--- config.mk ---
export PLATFORM = sky130hd
export DESIGN_NAME = mode_arbiter
export DESIGN_NICKNAME = d
export VERILOG_FILES = /design/src/rtl/mode_arb_pkg.sv /design/src/rtl/mode_arbiter.sv
export SDC_FILE = /design/constraint.sdc
export NUM_CORES = 1
export LEC_CHECK = 0
export ABC_AREA = 1
export BUFFER_PORTS_ARGS = -buffer_cell sky130_fd_sc_hd__clkbuf_2
export CAP_MARGIN = 30
export CORE_ASPECT_RATIO = 0.75
export CORE_MARGIN = 2
export CORE_UTILIZATION = 63
export CTS_BUF_LIST = sky130_fd_sc_hd__clkbuf_4
export DETAILED_ROUTE_END_ITERATION = 10
export GPL_TIMING_DRIVEN = 0
export PLACE_DENSITY_LB_ADDON = 0.3
export SLEW_MARGIN = 10
export SYNTH_ARGS = -nofsm -noshare
export SYNTH_HDL_FRONTEND = slang
export SYNTH_SLANG_ARGS = --single-unit
--- constraint.sdc ---
create_clock -name clk -period 3.9 [get_ports clk]
set_clock_uncertainty 0.2 [all_clocks]
set_input_delay 0.78 -clock clk [delete_from_list [all_inputs] [get_ports clk]]
set_output_delay 0.78 -clock clk [all_outputs]
set_load 0.01 [all_outputs]
--- src/rtl/mode_arb_pkg.sv ---
// rtl/mode_arb_pkg.sv - shared state/mode types and default thresholds for the mode arbiter
package mode_arb_pkg;

  typedef enum logic [2:0] {
    SCALAR = 3'd0,
    ARM    = 3'd1,
    DRAIN  = 3'd2,
    SWITCH = 3'd3,
    ACCEL  = 3'd4
  } arb_state_t;

  typedef enum logic {
    MODE_SCALAR = 1'b0,
    MODE_ACCEL  = 1'b1
  } mode_t;

  localparam int unsigned DEF_CONF_ENTER  = 20;
  localparam int unsigned DEF_CONF_EXIT   = 12;
  localparam int unsigned DEF_MIN_RUNLEN  = 8;
  localparam int unsigned DEF_CONFIRM     = 4;
  localparam int unsigned DEF_MIN_DWELL   = 16;
  localparam int unsigned DEF_ACK_TIMEOUT = 32;

  function automatic logic [15:0] sat_inc16(input logic [15:0] v);
    return (v == 16'hFFFF) ? v : v + 16'd1;
  endfunction

endpackage

--- src/rtl/mode_arbiter.sv ---
// rtl/mode_arbiter.sv - scalar/accel mode arbiter with hysteresis, dwell, confirmation
// and a stall/drain/ack sequenced switch toward the execute-stage mode mux
module mode_arbiter
  import mode_arb_pkg::*;
#(
  parameter int unsigned CONF_ENTER  = DEF_CONF_ENTER,
  parameter int unsigned CONF_EXIT   = DEF_CONF_EXIT,
  parameter int unsigned MIN_RUNLEN  = DEF_MIN_RUNLEN,
  parameter int unsigned CONFIRM     = DEF_CONFIRM,
  parameter int unsigned MIN_DWELL   = DEF_MIN_DWELL,
  parameter int unsigned ACK_TIMEOUT = DEF_ACK_TIMEOUT
) (
  input  logic        clk,
  input  logic        rst_n,
  input  logic        wa_req,
  input  logic [7:0]  confidence,
  input  logic [7:0]  predicted_runlen,
  input  logic        pipe_idle,
  input  logic        mode_ack,
  input  logic        force_scalar,
  output logic        mode_sel,
  output logic        stall_fetch,
  output logic        switch_req,
  output logic        target_mode,
  output logic        switch_fail,
  output logic [2:0]  arb_state,
  output logic [15:0] switch_count
);

  localparam logic [7:0] CONF_ENTER_C  = 8'(CONF_ENTER);
  localparam logic [7:0] CONF_EXIT_C   = 8'(CONF_EXIT);
  localparam logic [7:0] MIN_RUNLEN_C  = 8'(MIN_RUNLEN);
  localparam logic [7:0] CONFIRM_C     = 8'(CONFIRM);
  localparam logic [7:0] MIN_DWELL_C   = 8'(MIN_DWELL);
  localparam logic [7:0] ACK_TIMEOUT_C = 8'(ACK_TIMEOUT);

  arb_state_t  state_q, state_d;
  mode_t       mode_q, mode_d;
  mode_t       target_q, target_d;
  logic [7:0]  dwell_q, dwell_d;
  logic        phase_q, phase_d;
  logic [7:0]  arm_q, arm_d;
  logic [7:0]  ack_q, ack_d;
  logic [15:0] cnt_q, cnt_d;
  logic        stall_q, stall_d;
  logic        req_q, req_d;
  logic        fail_q, fail_d;

  logic        enter_ok;
  logic        dwell_ok;
  logic        to_accel;
  logic [7:0]  arm_inc;
  logic [7:0]  ack_inc;
  arb_state_t  src_state;

  assign enter_ok  = wa_req && (confidence >= CONF_ENTER_C) && (predicted_runlen >= MIN_RUNLEN_C);
  assign dwell_ok  = (dwell_q >= MIN_DWELL_C);
  assign to_accel  = (target_q == MODE_ACCEL);
  assign arm_inc   = arm_q + 8'd1;
  assign ack_inc   = ack_q + 8'd1;
  assign src_state = (mode_q == MODE_ACCEL) ? ACCEL : SCALAR;

  always_comb begin
    state_d  = state_q;
    mode_d   = mode_q;
    target_d = target_q;
    arm_d    = arm_q;
    ack_d    = 8'd0;
    cnt_d    = cnt_q;
    fail_d   = 1'b0;

    case (state_q)
      SCALAR: begin
        arm_d = 8'd0;
        if (!force_scalar && enter_ok && dwell_ok) begin
          state_d = ARM;
          arm_d   = 8'd1;
        end
      end

      ARM: begin
        if (force_scalar || !enter_ok) begin
          state_d = SCALAR;
          arm_d   = 8'd0;
        end else if (arm_inc >= CONFIRM_C) begin
          state_d  = DRAIN;
          target_d = MODE_ACCEL;
          arm_d    = 8'd0;
        end else begin
          arm_d = arm_inc;
        end
      end

      // An exit toward scalar is already where force wants to go, so it carries on.
      DRAIN: begin
        if (force_scalar && to_accel) begin
          state_d = SCALAR;
        end else if (pipe_idle) begin
          state_d = SWITCH;
        end
      end

      SWITCH: begin
        if (force_scalar && to_accel) begin
          state_d = SCALAR;
        end else if (mode_ack) begin
          mode_d  = target_q;
          cnt_d   = sat_inc16(cnt_q);
          state_d = to_accel ? ACCEL : SCALAR;
        end else if (ack_inc >= ACK_TIMEOUT_C) begin
          state_d = src_state;
          fail_d  = 1'b1;
        end else begin
          ack_d = ack_inc;
        end
      end

      ACCEL: begin
        if (force_scalar || (dwell_ok && (confidence < CONF_EXIT_C))) begin
          state_d  = DRAIN;
          target_d = MODE_SCALAR;
        end
      end

      default: begin
        state_d = SCALAR;
      end
    endcase

    stall_d = (state_d == DRAIN) || (state_d == SWITCH);
    req_d   = (state_d == SWITCH);
  end

  // Dwell advances on every second cycle and restarts whenever the mode flips.
  always_comb begin
    phase_d = ~phase_q;
    dwell_d = dwell_q;
    if (mode_d != mode_q) begin
      phase_d = 1'b0;
      dwell_d = 8'd0;
    end else if (phase_q && (dwell_q != 8'hFF)) begin
      dwell_d = dwell_q + 8'd1;
    end
  end

  always_ff @(posedge clk or negedge rst_n) begin
    if (!rst_n) begin
      state_q  <= SCALAR;
      mode_q   <= MODE_SCALAR;
      target_q <= MODE_SCALAR;
      dwell_q  <= 8'd0;
      phase_q  <= 1'b0;
      arm_q    <= 8'd0;
      ack_q    <= 8'd0;
      cnt_q    <= 16'd0;
      stall_q  <= 1'b0;
      req_q    <= 1'b0;
      fail_q   <= 1'b0;
    end else begin
      state_q  <= state_d;
      mode_q   <= mode_d;
      target_q <= target_d;
      dwell_q  <= dwell_d;
      phase_q  <= phase_d;
      arm_q    <= arm_d;
      ack_q    <= ack_d;
      cnt_q    <= cnt_d;
      stall_q  <= stall_d;
      req_q    <= req_d;
      fail_q   <= fail_d;
    end
  end

  logic [15:0] switch_count_q;
  assign switch_count_q = cnt_q;

  assign mode_sel     = mode_q;
  assign stall_fetch  = stall_q;
  assign switch_req   = req_q;
  assign target_mode  = target_q;
  assign switch_fail  = fail_q;
  assign arb_state    = state_q;
  assign switch_count = switch_count_q;

endmodule

**Word-level counts from Yosys, hierarchy flattened**

Cells that the tools add are included.
W data, S select, Z words.

- Add/sub/neg operators: 4
- Bitwise operators: 3
- Reduce and logical (&&, ||, !) cells: 18
- Multiplexer cells: 34
- Eq/ne operators: 12
- $lt $le $gt $ge: 6

Operator list:

| operator | count |
|---|---|
| $mux W8 | 8 |
| $mux W3 | 11 |
| $add A8 B1 Y8 const B | 3 |
| $add A16 B1 Y16 const B | 1 |
| $eq A16 B16 Y1 const B | 1 |
| $ge A8 B5 Y1 const B | 2 |
| $pmux W8 S2 | 1 |
| $pmux W3 S5 | 1 |
| $eq A3 B2 Y1 const B | 4 |
| $mux W1 | 12 |
| $ge A8 B3 Y1 const B | 1 |
| $ge A8 B4 Y1 const B | 1 |
| $ge A8 B6 Y1 const B | 1 |
| $lt A8 B4 Y1 const B | 1 |
| $ne A8 B8 Y1 const B | 1 |
| $reduce_and A4 Y1 | 2 |
| $logic_and A1 B1 Y1 | 7 |
| $ne A2 B2 Y1 const B | 3 |
| $reduce_bool A2 Y1 | 3 |
| $eq A3 B1 Y1 const B | 1 |
| $eq A3 B3 Y1 const B | 1 |
| $logic_not A3 Y1 | 1 |
| $logic_or A1 B1 Y1 | 3 |
| $not A1 Y1 | 3 |
| other kinds (3) | 4 |

- Input bits: 22
- Word-level logic and storage cells: 88
- Bits in registers: 49
- Output and inout bits: 24

**Depth between registers and ports, before layout**

- Depth after elaboration: 9
- Depth in mapped cells: 12

**Worst setup path after synthesis**

Ideal clock, no wire load.

- Path kind: input to register
- From: in mode_ack
- To: reg dwell_q[2]
- Stages: 7
- Arrival time: 1.529 ns
- Required time: 3.579 ns
- Setup slack: 2.050 ns
- Path buffers: 1
- Cell sequence: nand4_2 -> nor2_1 -> o21ai_2 -> nand2_4 -> buf_6 -> a21oi_2 -> nor2_1

- Longest elaborated chain between the ends: 5
- Elaborated cells between the ends (all ways): 6

RTL lines:

| element | RTL line | RTL |
|---|---|---|
| start: declaration | mode_arbiter.sv:19 | `input logic mode_ack,` |
| $mux W1 (*) | mode_arbiter.sv:106 | `end else if (mode_ack) begin` |
| $mux W1 (*) | mode_arbiter.sv:104 | `if (force_scalar && to_accel) begin` |
| $mux W1 (*) | mode_arbiter.sv:72 | `case (state_q)` |
| $ne A1 B1 Y1 (*) | mode_arbiter.sv:138 | `if (mode_d != mode_q) begin` |
| $mux W8 / $reduce_bool A2 Y1 (equally long branches) | - |  |
| end signal: assignment | mode_arbiter.sv:163 | `dwell_q <= dwell_d;` |
| end: declaration | mode_arbiter.sv:40 | `logic [7:0] dwell_q, dwell_d;` |

Mark *: on every way between the ends. The rest lies on a longest branch, timed or not.
A chain may end at the register's enable or synchronous reset.

**Worst setup path after layout**

- From: reg state_q[0], in the netlist arb_state[0]
- To: out arb_state[0]

RTL lines:

| element | RTL line | RTL |
|---|---|---|
| start: declaration | mode_arbiter.sv:37 | `arb_state_t state_q, state_d;` |
| start signal: assignment | mode_arbiter.sv:160 | `state_q <= state_d;` |
| end: declaration | mode_arbiter.sv:26 | `output logic [2:0] arb_state,` |

No word-level cell between the ends.

==> results.yml <==
status:
  outcome: "finished, final reports clean"
critical_path:
  startpoint_type: "flip-flop"
  path_cells: "clkbuf_2"
  crit_fanout: 8
  crit_path_top_delay_cell: "dfrtp_1"
  crit_family: "flip-flops"
  critPathMaxStageDelay_ps: 520
  path_class: "reg -> out"
  critPathBufInv: 1
  required_ps: 2920
  cp-end-kind: "output port"
  crit_arrival_ps: 1080
timing:
  rsz0062_at_grt: "false"
  setup_viol: 0
  slew_violations: 0
  worstMarginPinSlew_ps: 742
  period_minus_slack_ps: 2060
  fin_crit_sh_pct: 52.7
  slew_headroom_pct: 50.5
  tns_ps: 0
  hold_slack_ps: 238
  fmax_mhz: 486
  hold_viol_final: 0
global_route:
  grt_pass1_vias: 2131
  grt-ovfl-total: 0
  grt.total_usage_pct: 25.5
  grt_pass1_wl_mm: 9.42
  grt_max_degree: 29
  antenna_found_initial: 0
placement:
  place.gp.congestion: 0.856
  io_buffers: 40
  hpwl_mm: 4.27
  placedCellCount: 440
  placed_area_sq_mm: 0.00299
synthesis:
  synth_cell_types: 31
  ys.flop_type: "dfrtp_1"
  yosysMostFrequentCell: "nand2_1"
  syn_inst: 342
  yosys-top-cells-count: "77 x nand2_1, 49 x dfrtp_1, 48 x inv_1, 45 x nor2_1, 29 x nand3_1"
  synthArstFlopShare_pct: 100
  synth_edf_count: 0
  synth_area_leaders: "dfrtp_1 46%, nand2_1 11%, inv_1 6.7%, nor2_1 6.3%, nand3_1 5.4%"
  yosysSeqAreaShare_pct: 45.6
  netlist.area_leader.share_pct: 45.6
  yosys_warnings: 0
  syn_area_sq_mm: 0.00269
  syn-mean-instance-area_sq_um: 7.86
  synth_top_area_cell: "dfrtp_1"
  ys_ff_latch: 49
clock_network:
  cts-root-buf: "clkbuf_4"
  cts_tree: "done"
  cts_hold_buf: 0
  clkTransAtPathRegs_ps: 150
  cts_buffer_depth: 2
  cts.repair.resized: 0
  clock_latency_ps: 370
  cts_buffers: 5
  post-cts-setup-buffer-count: 0
  cts_sinks: 49
  cts_max_level: 2
detailed_routing:
  drc: 0
  route.met2.wl_mm: 2.52
  post_drt_wl_per_cell_um: 12.3
  m1WireLength_mm: 2.62
  route.antenna.remaining_nets: 0
  drtIter0Drc: 160
  drtPass1Iterations: 4
  vias_per_cell: 5.26
  highest_layer: "met4"
  vias: 2355
  wl_met3_um: 277
  wl_mm: 5.50
cells_and_area:
  fin_area_sq_mm: 0.00304
  regArea_sq_mm: 0.00123
  final_util_pct: 74.6
  layout-drive-gt1-share_pct: 17.3
  antenna_cells: 0
  fill_cells: 332
  syn_to_final_growth_pct: 13.2
  nets: 419
  fin_cells: 448
  multiInputGateArea_sq_mm: 0.00125
floorplanning:
  coreArea_sq_mm: 0.00408
  fp.dieW_um: 79.4
  die_area_sq_mm: 0.00481
  die_h_um: 60.6
  rows: 20
  pin_count: 46
  initial_core_util_pct: 65.9
flow_run:
  cap_viol_max_count: 0
pwr:
  power_leakage_uw: 0.00162
  ir_worst_vdd_v: 0.000336
  p_per_area_mw_per_mm2: 428
min_path:
  hp-class: "in -> async"
==> placed cells by master (no fill, tap or decap), types with 2 or more instances in the layout <==
cell type   n
dfrtp_1    49
nor2_1     45
nor2_2      2
a31oi_1     2
nor3b_1     2
conb_1      3
o21ai_1     5
nand2_1    77
xor2_1     13
nand3b_1    2
ha_1        5
nand2_2     2
clkinv_1    2
nand3_1    29
nor3_2      4
nand4_1    11
inv_1      48
xnor2_1     6
nor3_1      8
clkbuf_4    5
nand4_2     2
o21ai_0    13
clkbuf_2   41
a21oi_1     4
buf_6       2
inv_2       2
==> layer usage <==
metal	up-vias	global-route usage [%]
met1	1096	35.1
met3	10	4.76
li1	1183	-
met5	-	0
met4	0	7.88
met2	66	42.0
==> stage by stage <==
stage	total power [uW]	setup slack, ps
after CTS	1300	1850
after global placement	1060	1780
final	1300	1840
after global routing	1400	1780
after floorplan	946	2050
after detailed placement	1090	1750
==> worst paths after layout <==
path	start	endpoint	slack, ps	cells past startpoint
min	rst_n	mode_sel$_DFF_PN0_	240	1
max reg2reg	switch_count[0]$_DFFE_PN0P_	switch_count[12]$_DFFE_PN0P_	1910	9
max	arb_state[0]$_DFF_PN0_	arb_state[0]	1840	1
min reg2reg	phase_q$_DFF_PN0_	phase_q$_DFF_PN0_	240	1
min in group clk	phase_q$_DFF_PN0_	phase_q$_DFF_PN0_	240	1
max in group asynchronous	rst_n	switch_count[14]$_DFFE_PN0P_	2680	2
==> worst reg2reg max path, stage by stage (launching register included) <==
cell     delay, ps
dfrtp_1        430
ha_1           180
nand3_1        190
nor3_2         210
nand3_1        130
nand2_2        120
inv_2           50
buf_6          130
nand3_1         90
xor2_1         180
==> flip-flops by register name (all words and copies together), names as in the netlist <==
register      count
switch_req        1
arb_state         3
phase_q           1
target_mode       1
stall_fetch       1
switch_count     16
switch_fail       1
arm_q             8
ack_q             8
mode_sel          1
dwell_q           8
==> power by group <==
| group | switching [uW] | internal [uW] | leakage [uW] |
|---|---|---|---|
| sequential | 74.9 | 582 | 0.000643 |
| combinational | 264 | 156 | 0.000942 |
| clock | 160 | 65.7 | 0.0000300 |
| total | 499 | 804 | 0.00162 |
==> cell families (layout without fill, tap and decap cells) <==
kind of cell               count (synthesis)  after routing  synth area share [%]
and+or+nand+nor                          187            187                  32.0
buffers and inverters                     54            103                  8.28
DFF                                       49             49                  45.6
AOI/OAI and AO/OA                         27             27                  5.49
xor gates and xnor gates                  19             19                  6.19
adders and majority gates                  5              5                  2.33
other                                      1              3                 0.139
==> layout make-up <==
class / instances / share of cell area, %
Multi-Input combinational cell: 241 / 41.0
Sequential cell: 49 / 40.3
Timing Repair Buffer: 41 / 7.48
Inverter: 50 / 6.17
Tap cell: 55 / 2.26
Clock buffer: 5 / 1.23
Buffer: 4 / 1.15
Clock inverter: 3 / 0.411
(Power assumes the default switching activity.)
